<file path="src/rtl/cla_seq_pkg.sv">
// Shared types and constants for the sequential carry-lookahead adder.
package cla_seq_pkg;

  typedef enum logic [1:0] {
    IDLE = 2'd0,
    RUN  = 2'd1,
    DONE = 2'd2
  } state_t;

  localparam int NIB_W = 4;

  function automatic int calc_nib(input int width);
    return width / NIB_W;
  endfunction

endpackage

</file>
<file path="src/rtl/cla4_slice.sv">
// Combinational 4-bit carry-lookahead nibble adder.
module cla4_slice (
  input  logic [3:0] x,
  input  logic [3:0] y,
  input  logic       ci,
  output logic [3:0] s,
  output logic       co
);

  logic [3:0] p;
  logic [3:0] g;
  logic [4:0] c;

  assign p = x ^ y;
  assign g = x & y;

  // Every carry is expanded directly from generate/propagate terms.
  assign c[0] = ci;
  assign c[1] = g[0] | (p[0] & ci);
  assign c[2] = g[1] | (p[1] & g[0]) | (p[1] & p[0] & ci);
  assign c[3] = g[2] | (p[2] & g[1]) | (p[2] & p[1] & g[0])
              | (p[2] & p[1] & p[0] & ci);
  assign c[4] = g[3] | (p[3] & g[2]) | (p[3] & p[2] & g[1])
              | (p[3] & p[2] & p[1] & g[0]) | (p[3] & p[2] & p[1] & p[0] & ci);

  assign s  = p ^ c[3:0];
  assign co = c[4];

endmodule

</file>
<file path="src/rtl/cla_seq_adder.sv">
// Wide adder that reuses one cla4_slice over WIDTH/4 cycles, LS nibble first.
// Optional subtract port enabled by defining CLA_SEQ_SUB_EN.
module cla_seq_adder
  import cla_seq_pkg::*;
#(
  parameter int WIDTH = 16
) (
  input  logic             clk,
  input  logic             rst,
  input  logic             in_valid,
  output logic             in_ready,
  input  logic [WIDTH-1:0] a,
  input  logic [WIDTH-1:0] b,
  input  logic             cin,
`ifdef CLA_SEQ_SUB_EN
  input  logic             sub,
`endif
  output logic             out_valid,
  input  logic             out_ready,
  output logic [WIDTH-1:0] sum,
  output logic             cout,
  output logic             busy
);

  // Handshake: a transfer happens on a rising edge where valid and ready are
  // both high; in_ready is only high in IDLE, out_valid only in DONE.

  localparam int NIB   = calc_nib(WIDTH);
  localparam int IDX_W = (NIB > 1) ? $clog2(NIB) : 1;

  state_t           state;
  logic [WIDTH-1:0] op_a;
  logic [WIDTH-1:0] op_b;
  logic             carry;
  logic [IDX_W-1:0] idx;

  logic [WIDTH-1:0] b_eff;
  logic             cin_eff;
  logic             accept;
  logic             last;
  logic [3:0]       nib_a;
  logic [3:0]       nib_b;
  logic [3:0]       nib_s;
  logic             nib_c;

`ifdef CLA_SEQ_SUB_EN
  // Two's-complement subtract: invert B and force the carry-in to 1.
  assign b_eff   = sub ? ~b : b;
  assign cin_eff = sub ? 1'b1 : cin;
`else
  assign b_eff   = b;
  assign cin_eff = cin;
`endif

  assign accept    = in_valid && (state == IDLE);
  assign last      = (idx == IDX_W'(NIB - 1));
  assign in_ready  = (state == IDLE);
  assign out_valid = (state == DONE);
  assign busy      = (state != IDLE);

  always_comb begin
    nib_a = 4'h0;
    nib_b = 4'h0;
    for (int n = 0; n < NIB; n++) begin
      if (idx == IDX_W'(n)) begin
        nib_a = op_a[n*NIB_W +: NIB_W];
        nib_b = op_b[n*NIB_W +: NIB_W];
      end
    end
  end

  cla4_slice u_slice (
    .x  (nib_a),
    .y  (nib_b),
    .ci (carry),
    .s  (nib_s),
    .co (nib_c)
  );

  always_ff @(posedge clk or posedge rst) begin
    if (rst) begin
      state <= IDLE;
      op_a  <= '0;
      op_b  <= '0;
      carry <= 1'b0;
      idx   <= '0;
      sum   <= '0;
      cout  <= 1'b0;
    end else begin
      case (state)
        IDLE: begin
          if (accept) begin
            op_a  <= a;
            op_b  <= b_eff;
            carry <= cin_eff;
            idx   <= '0;
            sum   <= '0;
            state <= RUN;
          end
        end
        RUN: begin
          for (int n = 0; n < NIB; n++) begin
            if (idx == IDX_W'(n)) sum[n*NIB_W +: NIB_W] <= nib_s;
          end
          carry <= nib_c;
          if (last) begin
            cout  <= nib_c;
            idx   <= '0;
            state <= DONE;
          end else begin
            idx <= idx + 1'b1;
          end
        end
        DONE: begin
          if (out_ready) state <= IDLE;
        end
        default: state <= IDLE;
      endcase
    end
  end

endmodule

</file>
<file path="config.mk">
export PLATFORM = sky130hd
export DESIGN_NAME = cla_seq_adder
export DESIGN_NICKNAME = d
export VERILOG_FILES = /design/src/rtl/cla_seq_pkg.sv /design/src/rtl/cla4_slice.sv /design/src/rtl/cla_seq_adder.sv
export SDC_FILE = /design/constraint.sdc
export NUM_CORES = 1
export LEC_CHECK = 0
export CAP_MARGIN = 20
export CORE_MARGIN = 2
export CORE_UTILIZATION = 51
export DETAILED_ROUTE_END_ITERATION = 10
export GPL_ROUTABILITY_DRIVEN = 0
export PLACE_DENSITY = 0.83
export SYNTH_ARGS = -nofsm -noshare
export SYNTH_HDL_FRONTEND = slang
export SYNTH_SLANG_ARGS = --single-unit
</file>
<file path="constraint.sdc">
create_clock -name clk -period 3.6 [get_ports clk]
set_input_delay 0.72 -clock clk [delete_from_list [all_inputs] [get_ports clk]]
set_output_delay 0.72 -clock clk [all_outputs]
set_load 0.01 [all_outputs]
</file>
==> results of run 1 <==
## metrics by stage
| step | util | setup WS, ns | cells | total power, W |
|---|---|---|---|---|
| after global placement | 0.635 | 0.796 | 408 | 0.00268 |
| after global routing | 0.660 | 0.368 | 417 | 0.00341 |
| after detailed placement | 0.635 | 0.698 | 408 | 0.00275 |
| after CTS | 0.656 | 0.642 | 416 | 0.00316 |
| after floorplan | - | 1.10 | 296 | 0.00227 |
| final | 0.660 | 0.630 | 417 | 0.00315 |
## worst max-delay path, cell delays in order, from the launching register on
cell      delay [ns]
dfrtp_1         0.41
inv_1           0.10
ha_1            0.46
buf_4           0.25
nand3b_1        0.11
a21oi_1         0.07
a21oi_1         0.13
o21ai_0         0.10
ha_1            0.37
a41oi_1         0.22
o21ai_1         0.13
xor2_1          0.20
a32o_1          0.29
## state kept, by name, indices dropped and copies added, names as in the netlist
register	cells
cout	1
op_a	16
op_b	16
idx	2
state	2
carry	1
sum	16
## metal layers
| metal | track usage | up-vias |
|---|---|---|
| met5 | 0 | - |
| met4 | 0.0891 | 0 |
| met2 | 0.358 | 71 |
| li1 | - | 1073 |
| met1 | 0.270 | 1039 |
| met3 | 0.0438 | 8 |
## power groups by stage
| stage | sequential (W) | combinational (W) | clock (W) |
|---|---|---|---|
| after global placement | 0.00108 | 0.00160 | 0 |
| after detailed placement | 0.00109 | 0.00166 | 0 |
| final | 0.00108 | 0.00167 | 0.000393 |
| after floorplan | 0.00105 | 0.00122 | 0 |
| after CTS | 0.00108 | 0.00168 | 0.000402 |
| after global routing | 0.00111 | 0.00187 | 0.000423 |
## kinds of logic after synthesis
logic type / count (synthesis) / synth area share
and+or+nand+nor: 149 / 0.234
AOI/OAI and AO/OA: 56 / 0.147
DFF: 54 / 0.507
buffers and inverters: 23 / 0.0484
adders and majority gates: 10 / 0.0498
xor gates and xnor gates: 3 / 0.00987
muxes: 1 / 0.00376
## layout make-up
cell class,instances,area (µm²),area share
Tap cell,70,87.6,0.0261
Inverter,7,26.3,0.00784
Clock buffer,7,76.3,0.0228
Sequential cell,54,1350,0.403
Clock inverter,1,30.0,0.00896
Multi-Input combinational cell,219,1180,0.353
Timing Repair Buffer,59,596,0.178
## synth_stat cells, drive strengths merged
library cell  count
xnor2             2
nor2b             5
o22ai             2
o21ai            10
fa                1
a21o              5
inv               7
and2              1
a22o              4
clkbuf            3
dfrtp            54
o31ai             4
a221oi            2
nand3             1
nor2             11
nand2           122
a41oi             1
nand3b            6
nor3              2
a32o              4
a21oi            20
buf              13
o2bb2ai           4
ha                9
xor2              1
nand2b            1
mux2i             1
## worst max-delay path by stage
stage,startpoint,endpoint,slack [ns],depth (start not counted)
after floorplan,idx[1],sum[3],1.10,13
after global placement,idx[1],sum[3],0.80,12
after detailed placement,idx[1],sum[7],0.70,12
after CTS,idx[1],sum[3],0.64,12
after global routing,idx[1],sum[7],0.37,12
final,idx[1],sum[7],0.63,12
==> impl_metrics.json, run 1 <==
{
  "hold_viol": 0,
  "setup_viol": 0,
  "nFillCells": 430,
  "htree_levels": 2,
  "p_sw_frac": 0.422,
  "ys_types": 35,
  "timing.rr.end": "sum[7]",
  "dp_hpwl_mm": 4.17,
  "drive_above_1_share": 0.0519,
  "cts.sinks": 54,
  "finalCritPeriodShare": 0.825,
  "top_layer": "met4",
  "dieArea_um2": 5820,
  "cts.clk_slew.worst_paths_ns": 0.09,
  "nNetsFinal": 393,
  "min_period_ns": 2.97,
  "grt_max_degree": 55,
  "antenna_left": 0,
  "core_area_um2": 5070,
  "outcome": "complete, no violations",
  "peakVddDrop_mv": 0.379,
  "wl_met2_mm": 2.91,
  "wl_per_cell_um": 13.7,
  "layout_common_cells": "nand2_1, clkdlybuf4s50_1, dfrtp_1",
  "drt_pre_antenna_iters": 4,
  "vias_per_cell": 5.25,
  "initialDrtViolationCount": 140,
  "yosys.area.top_type": "dfrtp_1",
  "p_per_area_nw_per_um2": 939,
  "fin_setup_tns_ns": 0,
  "mostFrequentLayoutCell": "nand2_1",
  "rows": 26,
  "r2r_cells": 12,
  "cts_root_buffer": "clkbuf_8",
  "slew_headroom": 0.560,
  "dieWidth_um": 76.3,
  "cp_max_fo": 12,
  "cell_internal_pwr_w": 0.00182,
  "ctsLongestPathBuffers": 2,
  "via_count": 2191,
  "drc": 0,
  "seqPwrFrac": 0.343,
  "port_buffers": 56,
  "worst_pin_slew_ns": 0.660,
  "hp-start": "op_a[0]",
  "r2r_start": "idx[1]",
  "insertion_delay_ns": 0.31,
  "cts_hold_buf": 0,
  "netSwitchingPower_w": 0.00133,
  "cp-start-kind": "flip-flop",
  "r2r_slack_ns": 0.63,
  "antenna_found_initial": 0,
  "dr_wl_met3_um": 247,
  "fin_worst_skew_ns": 0.00821,
  "post-cts-setup-buffers": 0,
  "grt_setup_unrepaired": "no",
  "syn_area_um2": 2660,
  "maxCapViolCount": 0,
  "timing.hold.ws_ns": 0.483,
  "hold_path_depth": 2,
  "m1WireLength_mm": 2.44,
  "cts_buffers": 5,
  "area_growth_pct": 25.8,
  "fmax_mhz": 337,
  "synth-seq-cells": 54,
  "synth_cells": 296,
  "syn_nets": 343,
  "first_global_vias": 2123,
  "ys_top_cells_by_area": "dfrtp_1, nand2_1, ha_1",
  "grt_use_total": 0.213,
  "die_y_um": 76.3,
  "p_leak_nw": 1.60,
  "clockPowerShare": 0.125,
  "power_frac_comb": 0.532,
  "synth_warnings": 0,
  "drt-total-wl_mm": 5.71,
  "arrival_ns": 3.17,
  "synth.avg_cell_area_um2": 9.00,
  "cts_resized": 0,
  "whs_endpoint": "op_a[0]",
  "cp.required_ns": 3.80,
  "overflow": 0,
  "start_util": 0.525,
  "finalMaxSlewViolations": 0,
  "postLayoutCellArea_um2": 3350,
  "postPlaceCellArea_um2": 3220,
  "crit_type": "reg2reg",
  "crit_path_end_kind": "flip-flop",
  "ys_seq_area_frac": 0.507,
  "synth_top_area_frac": 0.507,
  "cts_tree": "built",
  "antenna_cells": 0,
  "hold_class": "reg2reg",
  "io_pins": 57,
  "grt_pass1_wl_mm": 9.92
}
No activity file was read; power rests on OpenSTA's default activity.
==> inputs of run 2 (changes only) <==
==> constraint.sdc (replaced) <==
create_clock -name clk -period 2.9 [get_ports clk]
set_input_delay 0.58 -clock clk [delete_from_list [all_inputs] [get_ports clk]]
set_output_delay 0.58 -clock clk [all_outputs]
set_load 0.01 [all_outputs]
==> run 2 against run 1 <==
  * Non-clock buffer count up 4
  * Final area up 1.8%
  * Critical path depth is 1 lower
  * Count of clock-buffer cells in the layout decreased by 2
  * Critical path type unchanged
  * Hold slack improved by 0.0025 ns
  * Largest cell class unchanged
  * Critical endpoint is now sum[3]
  * Clock power up 26%
  * First-iteration DRC count shrank 6.4%
  * Via count fell by 1.3%
==> impl_metrics.json, run 2 (same netlist as run 1, synthesis figures left out) <==
{
  "outcome": "complete, no violations",
  "dieWidth_um": 76.3,
  "cp-start-kind": "flip-flop",
  "crit_path_end_kind": "flip-flop",
  "power_w": 0.00403,
  "crit_type": "reg2reg",
  "antenna_left": 0,
  "drt-total-wl_mm": 5.68,
  "cts.clk_slew.worst_paths_ns": 0.10,
  "timing.hold.ws_ns": 0.486,
  "peakVddDrop_mv": 0.577,
  "nNetsFinal": 397,
  "drc": 0,
  "antenna_found_initial": 0,
  "critPathSlowestCell": "dfrtp_1",
  "cts_buffers": 5,
  "antenna_cells": 0,
  "slowest_delay_ns": 0.40,
  "die_y_um": 76.3,
  "htree_levels": 2,
  "area_growth_pct": 28.0,
  "fin_setup_tns_ns": 0,
  "grt_setup_unrepaired": "no",
  "fin_worst_skew_ns": 0.00999,
  "layout_common_cells": "nand2_1, clkdlybuf4s50_1, dfrtp_1",
  "rows": 26,
  "grt_max_degree": 55,
  "cts_root_buffer": "clkbuf_8",
  "min_period_ns": 2.73,
  "first_global_vias": 2118,
  "p_per_area_nw_per_um2": 1180,
  "wl_per_cell_um": 13.5,
  "port_buffers": 56,
  "initialDrtViolationCount": 131,
  "vias_per_cell": 5.14,
  "dp_hpwl_mm": 4.09,
  "cp_max_fo": 13,
  "cp.required_ns": 3.10,
  "start_util": 0.525,
  "setup_viol": 0,
  "drive_above_1_share": 0.0855,
  "multiInputGateArea_um2": 1210,
  "mostFrequentLayoutCell": "nand2_1",
  "dieArea_um2": 5820,
  "via_count": 2163,
  "fmax_mhz": 366,
  "cp_cell_sequence": "inv_1 > ha_2 > buf_4 > a221oi_1 > nor3_1 > a21o_1 > ha_1 > a41oi_1 > o21ai_1 > xor2_2 > a32o_1",
  "post-cts-setup-buffers": 0,
  "seqCellArea_um2": 1350,
  "r2r_slack_ns": 0.17,
  "nFillCells": 426,
  "grt_use_total": 0.214,
  "finalCritPeriodShare": 0.942,
  "ctsLongestPathBuffers": 2,
  "hold_viol": 0,
  "io_pins": 57,
  "insertion_delay_ns": 0.31,
  "worst_pin_slew_ns": 0.419,
  "overflow": 0,
  "drt_pre_antenna_iters": 4,
  "finalMaxSlewViolations": 0,
  "cts_tree": "built",
  "hold_class": "reg2reg",
  "arrival_ns": 2.93,
  "slew_headroom": 0.720,
  "maxCapViolCount": 0,
  "cts.sinks": 54,
  "core_area_um2": 5070,
  "p_leak_nw": 1.63,
  "grt_pass1_wl_mm": 10.1,
  "reg_top3": "op_a (16), op_b (16), sum (16)"
}
==> run 2: cell types whose count changed in the layout (fill, tap and decap cells not counted), sizes merged <==
cell	change
clkbuf	-2
clkinv	+2
buf	+4
==> run 2: stage by stage <==
stage	util	worst slack (ns)	area, µm²	cells
6_report	0.672	0.167	3410	421
5_1_grt	0.672	0.0221	3410	421
4_1_cts	0.667	0.0593	3380	421
3_5_place_dp	0.645	0.0864	3270	413
3_3_place_gp	0.645	0.208	3270	413
2_1_floorplan	-	0.404	2660	296
==> run 2: layout make-up <==
type	count	area share
sequential	54	0.396
multi-input combinational	219	0.355
timing repair buffer	63	0.183
tap	70	0.0257
clock buffer	5	0.0202
clock inverter	3	0.0117
inverter	7	0.00771
==> run 2: where the power goes <==
group	internal (W)	total (W)	switching (W)
logic	0.000981	0.00221	0.00123
registers	0.00109	0.00133	0.000237
clock network	0.000254	0.000497	0.000242
==> run 2: worst max-delay path, delay by kind of cell (launching register included) <==
kind,cells,cell delay (ns)
xor gates and xnor gates,1,0.19
AOI/OAI and AO/OA,5,1.12
DFF,1,0.40
adders and majority gates,2,0.52
buffers and inverters,2,0.28
and+or+nand+nor,1,0.11
==> run 2: worst paths after layout <==
path	from	end	depth (start not counted)
worst min register to register	sum[9]	sum[9]	2
worst max register to register	idx[1]	sum[3]	11
worst min-delay path	sum[9]	sum[9]	2
max in group asynchronous	rst	sum[10]	3
min in group asynchronous	rst	op_b[4]	3
worst max-delay path	idx[1]	sum[3]	11
==> run 2: per-layer routing <==
layer	part of all wire	routed length, µm	up-vias	global-route usage
met4	0.024	135	0	0.0782
met5	0	0	-	0
met3	0.038	216	11	0.0403
met1	0.45	2560	1008	0.283
li1	-	-	1086	-
met2	0.49	2770	58	0.353
==> run 2: what timing repair did <==
action | CTS | global route
hold buffers | 0 | 0
endpoints found under the setup margin | 0 | 8
gates resized for setup | 0 | 7
==> inputs of run 3 (changes only) <==
--- a/config.mk
+++ b/config.mk
@@ -6,6 +6,7 @@
 export NUM_CORES = 1
 export LEC_CHECK = 0
 export CAP_MARGIN = 20
+export CORE_ASPECT_RATIO = 1.25
 export CORE_MARGIN = 2
 export CORE_UTILIZATION = 51
 export DETAILED_ROUTE_END_ITERATION = 10
==> run 3 against run 2 <==
  * Final area shrank 0.99%
  * Combinational power shrank 3%
  * Hold slack gained 0.0034 ns
  * Sequential power is essentially flat
  * Final cell count shrank 2.1%
  * Critical path type unchanged
  * Largest power group unchanged
==> impl_metrics.json, run 3 (same netlist as run 1, synthesis figures left out) <==
{
  "outcome": "complete, no violations",
  "vias_per_cell": 5.34,
  "reg_top3": "op_a (16), op_b (16), sum (16)",
  "insertion_delay_ns": 0.31,
  "rows": 29,
  "grt_pass1_wl_mm": 9.94,
  "initialDrtViolationCount": 119,
  "power_w": 0.00393,
  "finalMaxSlewViolations": 0,
  "path_buf_inv": 1,
  "dp_cells": 404,
  "slew_headroom": 0.604,
  "nFillCells": 437,
  "worst_pin_slew_ns": 0.592,
  "cp.required_ns": 3.11,
  "dieWidth_um": 68.6,
  "instances_no_fill": 412,
  "dp_hpwl_mm": 4.29,
  "crit_type": "reg2reg",
  "min_period_ns": 2.73,
  "slowest_delay_ns": 0.46,
  "hold_class": "reg2reg",
  "mostFrequentLayoutCell": "nand2_1",
  "dieArea_um2": 5820,
  "drive_above_1_share": 0.0771,
  "first_global_vias": 2206,
  "fmax_mhz": 366,
  "core_area_um2": 5040,
  "start_util": 0.528,
  "cp-start-kind": "flip-flop",
  "drt-total-wl_mm": 5.89,
  "wl_per_cell_um": 14.3,
  "cts_hold_buf": 0,
  "fin_worst_skew_ns": 0.00628,
  "crit_family": "compound AO/OA/AOI/OAI gates",
  "hold_viol": 0,
  "finalCritPeriodShare": 0.941,
  "htree_levels": 2,
  "critPathSlowestCell": "dfrtp_1",
  "p_leak_nw": 1.61,
  "layout_common_cells": "nand2_1, clkdlybuf4s50_1, dfrtp_1",
  "overflow": 0,
  "antenna_cells": 0,
  "cts_buffers": 5,
  "port_buffers": 56,
  "grt_max_degree": 38,
  "peakVddDrop_mv": 0.636,
  "p_per_area_nw_per_um2": 1170,
  "seqCellArea_um2": 1350,
  "die_y_um": 84.8,
  "crit_path_end_kind": "flip-flop",
  "area_growth_pct": 26.7,
  "arrival_ns": 2.93,
  "cts_tree": "built",
  "antenna_found_initial": 0,
  "via_count": 2200,
  "cp_cell_sequence": "inv_1 > ha_2 > nand3b_1 > a21oi_1 > a21oi_1 > o21ai_0 > ha_1 > a41oi_1 > o21ai_1 > xor2_1 > a32o_1",
  "cts_root_buffer": "clkbuf_8",
  "fin_util": 0.669,
  "ctsLongestPathBuffers": 2,
  "drc": 0,
  "cp_max_fo": 13,
  "crit_top_cell": "a21oi_1",
  "io_pins": 57,
  "timing.hold.ws_ns": 0.489,
  "cts.clk_slew.worst_paths_ns": 0.10,
  "multiInputGateArea_um2": 1210,
  "setup_viol": 0,
  "grt_use_total": 0.223,
  "nNetsFinal": 396,
  "antenna_left": 0,
  "maxCapViolCount": 0,
  "drt_pre_antenna_iters": 4,
  "cts.sinks": 54
}
-- run 3: cell types whose count changed in the layout (fill, tap and decap cells not counted), sizes merged --
| cell | previous run | this run |
|---|---|---|
| buf | 7 | 6 |
| bufinv | 1 | 0 |
| clkbuf | 5 | 6 |
| clkinv | 2 | 1 |
| clkinvlp | 0 | 1 |
-- run 3: what timing repair did --
| item | in CTS | in global routing |
|---|---|---|
| buffers inserted | 0 | 0 |
| resized for setup | 0 | 5 |
| setup endpoints to repair | 0 | 8 |
| hold endpoints to repair | 0 | 0 |
-- run 3: final timing paths --
path | from | end | slack (ns) | depth (start not counted)
hold reg to reg | op_b[7] | op_b[7] | 0.49 | 2
setup / recovery | idx[0] | sum[3] | 0.17 | 11
setup reg to reg | idx[0] | sum[3] | 0.17 | 11
max in group asynchronous | rst | op_a[1] | 1.70 | 3
hold / removal | op_b[7] | op_b[7] | 0.49 | 2
min in group asynchronous | rst | sum[6] | 0.65 | 2
-- run 3: metal layers --
| metal | global-route usage | vias up | wire length [µm] |
|---|---|---|---|
| met5 | 0 | - | 0 |
| met4 | 0.100 | 0 | 148 |
| met3 | 0.0295 | 14 | 270 |
| met2 | 0.363 | 69 | 2940 |
| met1 | 0.291 | 1040 | 2530 |
| li1 | - | 1077 | - |
-- run 3: area by class of cell --
class                           instances  area share
Clock inverter                          2     0.00371
Multi-Input combinational cell        219       0.358
Sequential cell                        54       0.400
Clock buffer                            6      0.0245
Timing Repair Buffer                   62       0.183
Tap cell                               62      0.0230
Inverter                                7     0.00778
-- run 3: per-stage QoR --
stage                      TNS, ns  area (µm²)  worst slack (ns)
after CTS                        0        3350            0.0518
after global placement           0        3260             0.114
final                            0        3380             0.171
after global routing      -0.00333        3380          -0.00314
after floorplan                  0        2660             0.404
after detailed placement         0        3260            0.0702
-- run 3: power by group --
group,leakage [nW],internal (W),switching [W]
Sequential,0.682,0.00109,0.000251
Clock,0.0472,0.000192,0.000240
Combinational,0.878,0.000947,0.00121
-- run 3: worst reg2reg max path, delay by kind of cell (launching register included) --
kind	cells	cell delay, ns
compound gates	6	1.04
fa+ha+maj	2	0.67
flops	1	0.46
xor+xnor	1	0.20
simple gates	1	0.14
buf+inv	1	0.12
==> variant 1: new RTL, config.mk and constraints of run 2 <==
Encoding of `state_t`: now one-hot (3 bits for 3 states).
--- a/src/rtl/cla_seq_pkg.sv
+++ b/src/rtl/cla_seq_pkg.sv
@@ -3,6 +3,6 @@
 
-  typedef enum logic [1:0] {
-    IDLE = 2'd0,
-    RUN  = 2'd1,
-    DONE = 2'd2
+  typedef enum logic [2:0] {
+    IDLE = 3'b001,
+    RUN  = 3'b010,
+    DONE = 3'b100
   } state_t;
Check against the original RTL: no difference found for any inputs over 10 cycles, from zero or initial values and one cycle with rst high; not proved beyond that.
==> variant 1 against run 2 <==
Synthesized area up 1.6%. Critical endpoint is now sum[10]. Sequential cell count is 1 higher. Critical path depth unchanged. Cell area grew 1.5%. Worst hold slack improved by 0.0036 ns. Final cell count fell by 13%. Setup slack gained 0.050 ns. Wire length increased by 3.3%. Largest cell class unchanged. Utilization up 0.55 points. Total power fell by 7.5%. Non-clock buffer count grew 2.
==> variant 1: results (changes against run 2) <==
worst-case clock buffer depth 2 (unchanged); latest clock arrival within the worst-skew pair 0.31 ns (about the same); CP Max Fanout 9 (-4); post-synth cell types 34 (-2.9%); Detail Placement HPWL 4.484 mm (+9.5%); IO Port Bufs 56 (unchanged); Critical Path AT 2.87 ns (-0.06 ns); Seq/Total Area, Yosys 50.90% (+0.17 points); Iteration-0 DRC Markers 168 (+28%); YS warnings 0 (unchanged); Static Leak 1.457 nW (-10%); HP Class flop to flop; cells on worst reg2reg path 11 (unchanged); Hold Path Origin sum[9]; Crit path max-delay family compound AO/OA/AOI/OAI gates; Reg2Reg Capture Point sum[10]; first-pass GRT wire length 9.929 mm (-1.3%); largest net degree at the start of global routing 35 (-36%); total track usage 21.13% (-0.25 points); Worst path slowest cell dfrtp_1; drt total wl 5.870 mm (+3.3%); Worst Skew 0.007703 ns (-0.002284 ns); r2r startpoint idx[0]; antenna violations before repair 0 (unchanged); Worst path max stage delay 0.47 ns (+0.07 ns); Hold Crit Depth 2 (unchanged); synth cell count leaders dfrtp_1, mux2_2, nand2_1, a21oi_1, o21ai_0; number of global-route vias before repair 2080 (-1.8%); Max-slew headroom 61.33% (-11 points); DIE WIDTH 76.85 um (+0.75%); filler cell count in the final layout 408 (-4.2%); final setup vio count 0 (unchanged); NumNets Final 342 (-14%); layout cell share with drive strength beyond 1 21.62% (+13 points); VDD IR max 0.0005029 V (-13%); final hold viol count 0 (unchanged); async set-reset flop share out of synthesis 100.0% (unchanged); status finished clean; ranking of synthesized cells by area dfrtp_1, mux2_2, a21oi_1; Num CTS Buffers 5 (unchanged); antenna cells 0 (unchanged); Reg2Reg Setup Slack 0.22 ns (+0.05 ns); Clock Tree Root clkbuf_8; htree depth 2 (unchanged); Top Registers op_a: 16 flops, op_b: 16 flops, sum: 16 flops; clock-pin transition on the worst setup and hold timing paths 0.09 ns; TritonRoute pass-1 iters 4 (unchanged); Endpoint, Worst Hold sum[9]; syn_nets 285 (-17%); via count 2030 (-6.1%)
[variant 1: per-layer routing]
layer / global-route usage, % / routed length [um] / vias up
met5: 0 / 0 / -
li1: - / - / 955
met4: 6.364 / 133 / 0
met3: 4.353 / 330 / 12
met1: 26.71 / 2464 / 984
met2: 36.49 / 2941 / 79
[variant 1: area by class of cell]
class                   count  area share [%]
clock inverters             1          0.1447
flip-flops and latches     55           39.82
inverters                   5          0.5425
multi-input cells         163           35.88
clock buffers               7           2.206
repair buffers             65           18.88
well taps                  70           2.532
[variant 1: per-stage QoR]
step                      cells  total power, W  instance area (sq um)  worst slack, ns  hold slack [ns]
final                       366        0.003733                   3460           0.2171           0.4892
after global placement      358        0.003211                   3353           0.2240           0.4600
after detailed placement    358        0.003286                   3353          0.03011           0.4795
after floorplan             238        0.002672                   2706           0.1565           0.4804
after CTS                   366        0.003703                   3437          0.03303           0.5014
after global routing        366        0.004010                   3460         0.002269           0.5168
[variant 1: logic make-up (layout without fill, tap and decap cells)]
logic type	after synthesis	after routing	synth area share [%]
compound gates	56	56	12.81
xor+xnor	3	3	0.9711
fa+ha+maj	10	10	4.901
buf+inv	20	78	4.161
flops	55	55	50.90
mux	34	34	14.15
simple gates	60	60	12.11
[variant 1: how the worst max path moves through the flow]
stage | start | end | slack (ns) | depth (start not counted)
detailed placement | idx[1] | sum[10] | 0.03 | 11
global placement | idx[0] | sum[6] | 0.22 | 10
CTS | idx[0] | sum[10] | 0.03 | 11
finish | idx[0] | sum[10] | 0.22 | 11
global route | idx[0] | sum[11] | 0.002 | 12
floorplan | idx[0] | sum[11] | 0.16 | 11
[variant 1: tightest hold or removal path: cells and delay by family, from the launching register on]
| kind | cells | cell delay (ns) |
|---|---|---|
| flops | 1 | 0.35 |
| simple gates | 2 | 0.11 |
[variant 1: what timing repair did]
action,in CTS,in global routing
hold buffers,0,0
hold endpoints to repair,0,0
resized for setup,1,7
setup buffers,0,0
setup endpoints to repair,2,12
pin swaps,0,1
[variant 1: power by group]
group	switching, W	internal, W
Clock	0.000235	0.000170
Sequential	0.000262	0.00111
Combinational	0.000948	0.00101
Total	0.00145	0.00229
==> variant 2: new RTL, settings of run 2 <==
Without the edit above. The option `CLA_SEQ_SUB_EN` is turned on by a define.
--- a/src/rtl/cla_seq_adder.sv
+++ b/src/rtl/cla_seq_adder.sv
@@ -2,2 +2,4 @@
 // Optional subtract port enabled by defining CLA_SEQ_SUB_EN.
+`define CLA_SEQ_SUB_EN
+
 module cla_seq_adder
Interface: changed (added sub); port bits go from 57 to 58. The function was not compared with the original's and may differ.
==> variant 2 against run 2 <==
Setup slack better by 0.013 ns. Largest power group unchanged. Sequential cell count unchanged. Critical path type unchanged. Total power down 1.1%. Cell area increased by 3.5%. Critical path depth rose by 1. Non-clock buffer count is 1 higher. Wire length rose by 5.6%. Synthesized area rose by 3.9%. Worst hold slack got worse by 0.00070 ns. Utilization grew 1.1 points. Final cell count decreased by 0.95%. First-iteration DRC count up 65%. Sequential share of layout area shrank 1.3 points.
==> variant 2: results (changes against run 2) <==
Num CTS Buffers 5 (unchanged); number of global-route vias before repair 2129 (+0.52%); ranking of synthesized cells by area dfrtp_1, nand2_1, xnor2_1; prevailing post-synth register cell dfrtp_1; CP Max Fanout 11 (-2); NumNets Final 394 (-0.76%); htree depth 2 (unchanged); Mapped Cells 295 (-0.34%); met1 Usage GRT 27.29% (-0.97 points); total track usage 20.79% (-0.59 points); syn_nets 343 (unchanged); cells on worst reg2reg path 12 (+1); Static Leak 1.564 nW (-3.9%); filler cell count in the final layout 413 (-3.1%); worst-case clock buffer depth 2 (unchanged); Worst path slowest cell dfrtp_1; TritonRoute pass-1 iters 4 (unchanged); layout cell share with drive strength beyond 1 9.510% (+0.96 points); first-pass GRT wire length 9.984 mm (-0.76%); antenna violations before repair 0 (unchanged); met2 GRT Util 34.83% (-0.48 points); met3 wire length 269 um (+25%); Post-synth EDFFs 0 (unchanged); Detail Placement HPWL 4.335 mm (+5.9%); Clock Tree Root clkbuf_8; Critical Path AT 2.92 ns (about the same); Compound-Gate Fraction of Synth Area 17.00% (+2.3 points); synth cell count leaders nand2_1, dfrtp_1, o21ai_0, xnor2_1, a21oi_1; Worst Skew 0.006233 ns (-0.003754 ns); met1 wire length 2.595 mm (+1.3%); clock-pin transition on the worst setup and hold timing paths approximately 0.09 ns; CP endpoint sum[11]; Max-slew headroom 62.41% (-9.6 points); via count 2226 (+2.9%); VDD IR max 0.0004898 V (-15%); Via density 5.338 (+3.9%); largest net degree at the start of global routing 51 (-7.3%); post-synth cell types 36 (+2.9%); Top Registers op_a: 16 flops, op_b: 16 flops, sum: 16 flops; met3 Use GR 4.302% (+0.27 points); DR WL met2 3.043 mm (+9.9%); async set-reset flop share out of synthesis 100.0% (unchanged); IO Port Bufs 57 (+1.8%); status finished clean; DR WL/cell 14.40 um (+6.6%); Internal 0.002299 W (-1.3%); xor-xnor portion of the synthesized cell area 6.013% (+5.0 points); Worst path max stage delay 0.43 ns (+0.03 ns); dpl cells 409 (-0.97%); Seq/Total Area, Yosys 48.82% (-1.9 points); Crit path max-delay family compound AO/OA/AOI/OAI gates; Iteration-0 DRC Markers 216 (+65%); max layer used met4; mux cell area share after synthesis 0.7233% (+0.35 points); post-synthesis adder-cell area fraction 4.792% (-0.19 points)
-- variant 2: changes by cell type after synthesis, sizes merged, moves of 3 or more --
cell	change
o21ai	+16
clkbuf	+3
nor2	-3
nand2	-35
xnor2	+16
-- variant 2: per-stage QoR --
stage | util (%) | hold slack (ns) | worst slack [ns] | power (W) | cell area [sq um]
final | 68.24 | 0.4850 | 0.1802 | 0.003991 | 3530
after global routing | 68.24 | 0.5172 | 0.01704 | 0.004313 | 3530
after CTS | 67.30 | 0.4916 | 0.01362 | 0.003875 | 3481
after detailed placement | 65.14 | 0.4709 | 0.06993 | 0.003363 | 3369
after global placement | 65.14 | 0.4616 | 0.1913 | 0.003273 | 3369
after floorplan | - | 0.4379 | 0.4792 | 0.002754 | 2768
-- variant 2: power groups by stage --
stage	registers (W)	logic (W)	clock network [W]
after floorplan	0.00129	0.00147	0
after global placement	0.00131	0.00196	0
after detailed placement	0.00132	0.00204	0
after CTS	0.00131	0.00206	0.000503
after global routing	0.00135	0.00242	0.000540
final	0.00132	0.00218	0.000490
-- variant 2: timing repair --
action | CTS | global route
setup endpoints to repair | 3 | 10
hold endpoints to repair | 0 | 0
resized for setup | 1 | 10
-- variant 2: worst min path at each step --
stage                  from      end  depth (start not counted)
floorplan           op_a[0]  op_a[0]                          2
global placement    sum[13]  sum[13]                          2
detailed placement  sum[13]  sum[13]                          2
CTS                 sum[13]  sum[13]                          2
global route        op_b[0]  op_b[0]                          2
finish              sum[13]  sum[13]                          2
-- variant 2: layout make-up --
type                    instances  area [sq um]  area share, %
well taps                      70         87.58          2.481
clock buffers                   5         68.82          1.950
flip-flops and latches         54          1353          38.32
multi-input cells             215          1323          37.47
repair buffers                 64         635.6          18.01
inverters                       6         22.52         0.6381
clock inverters                 3         40.04          1.134
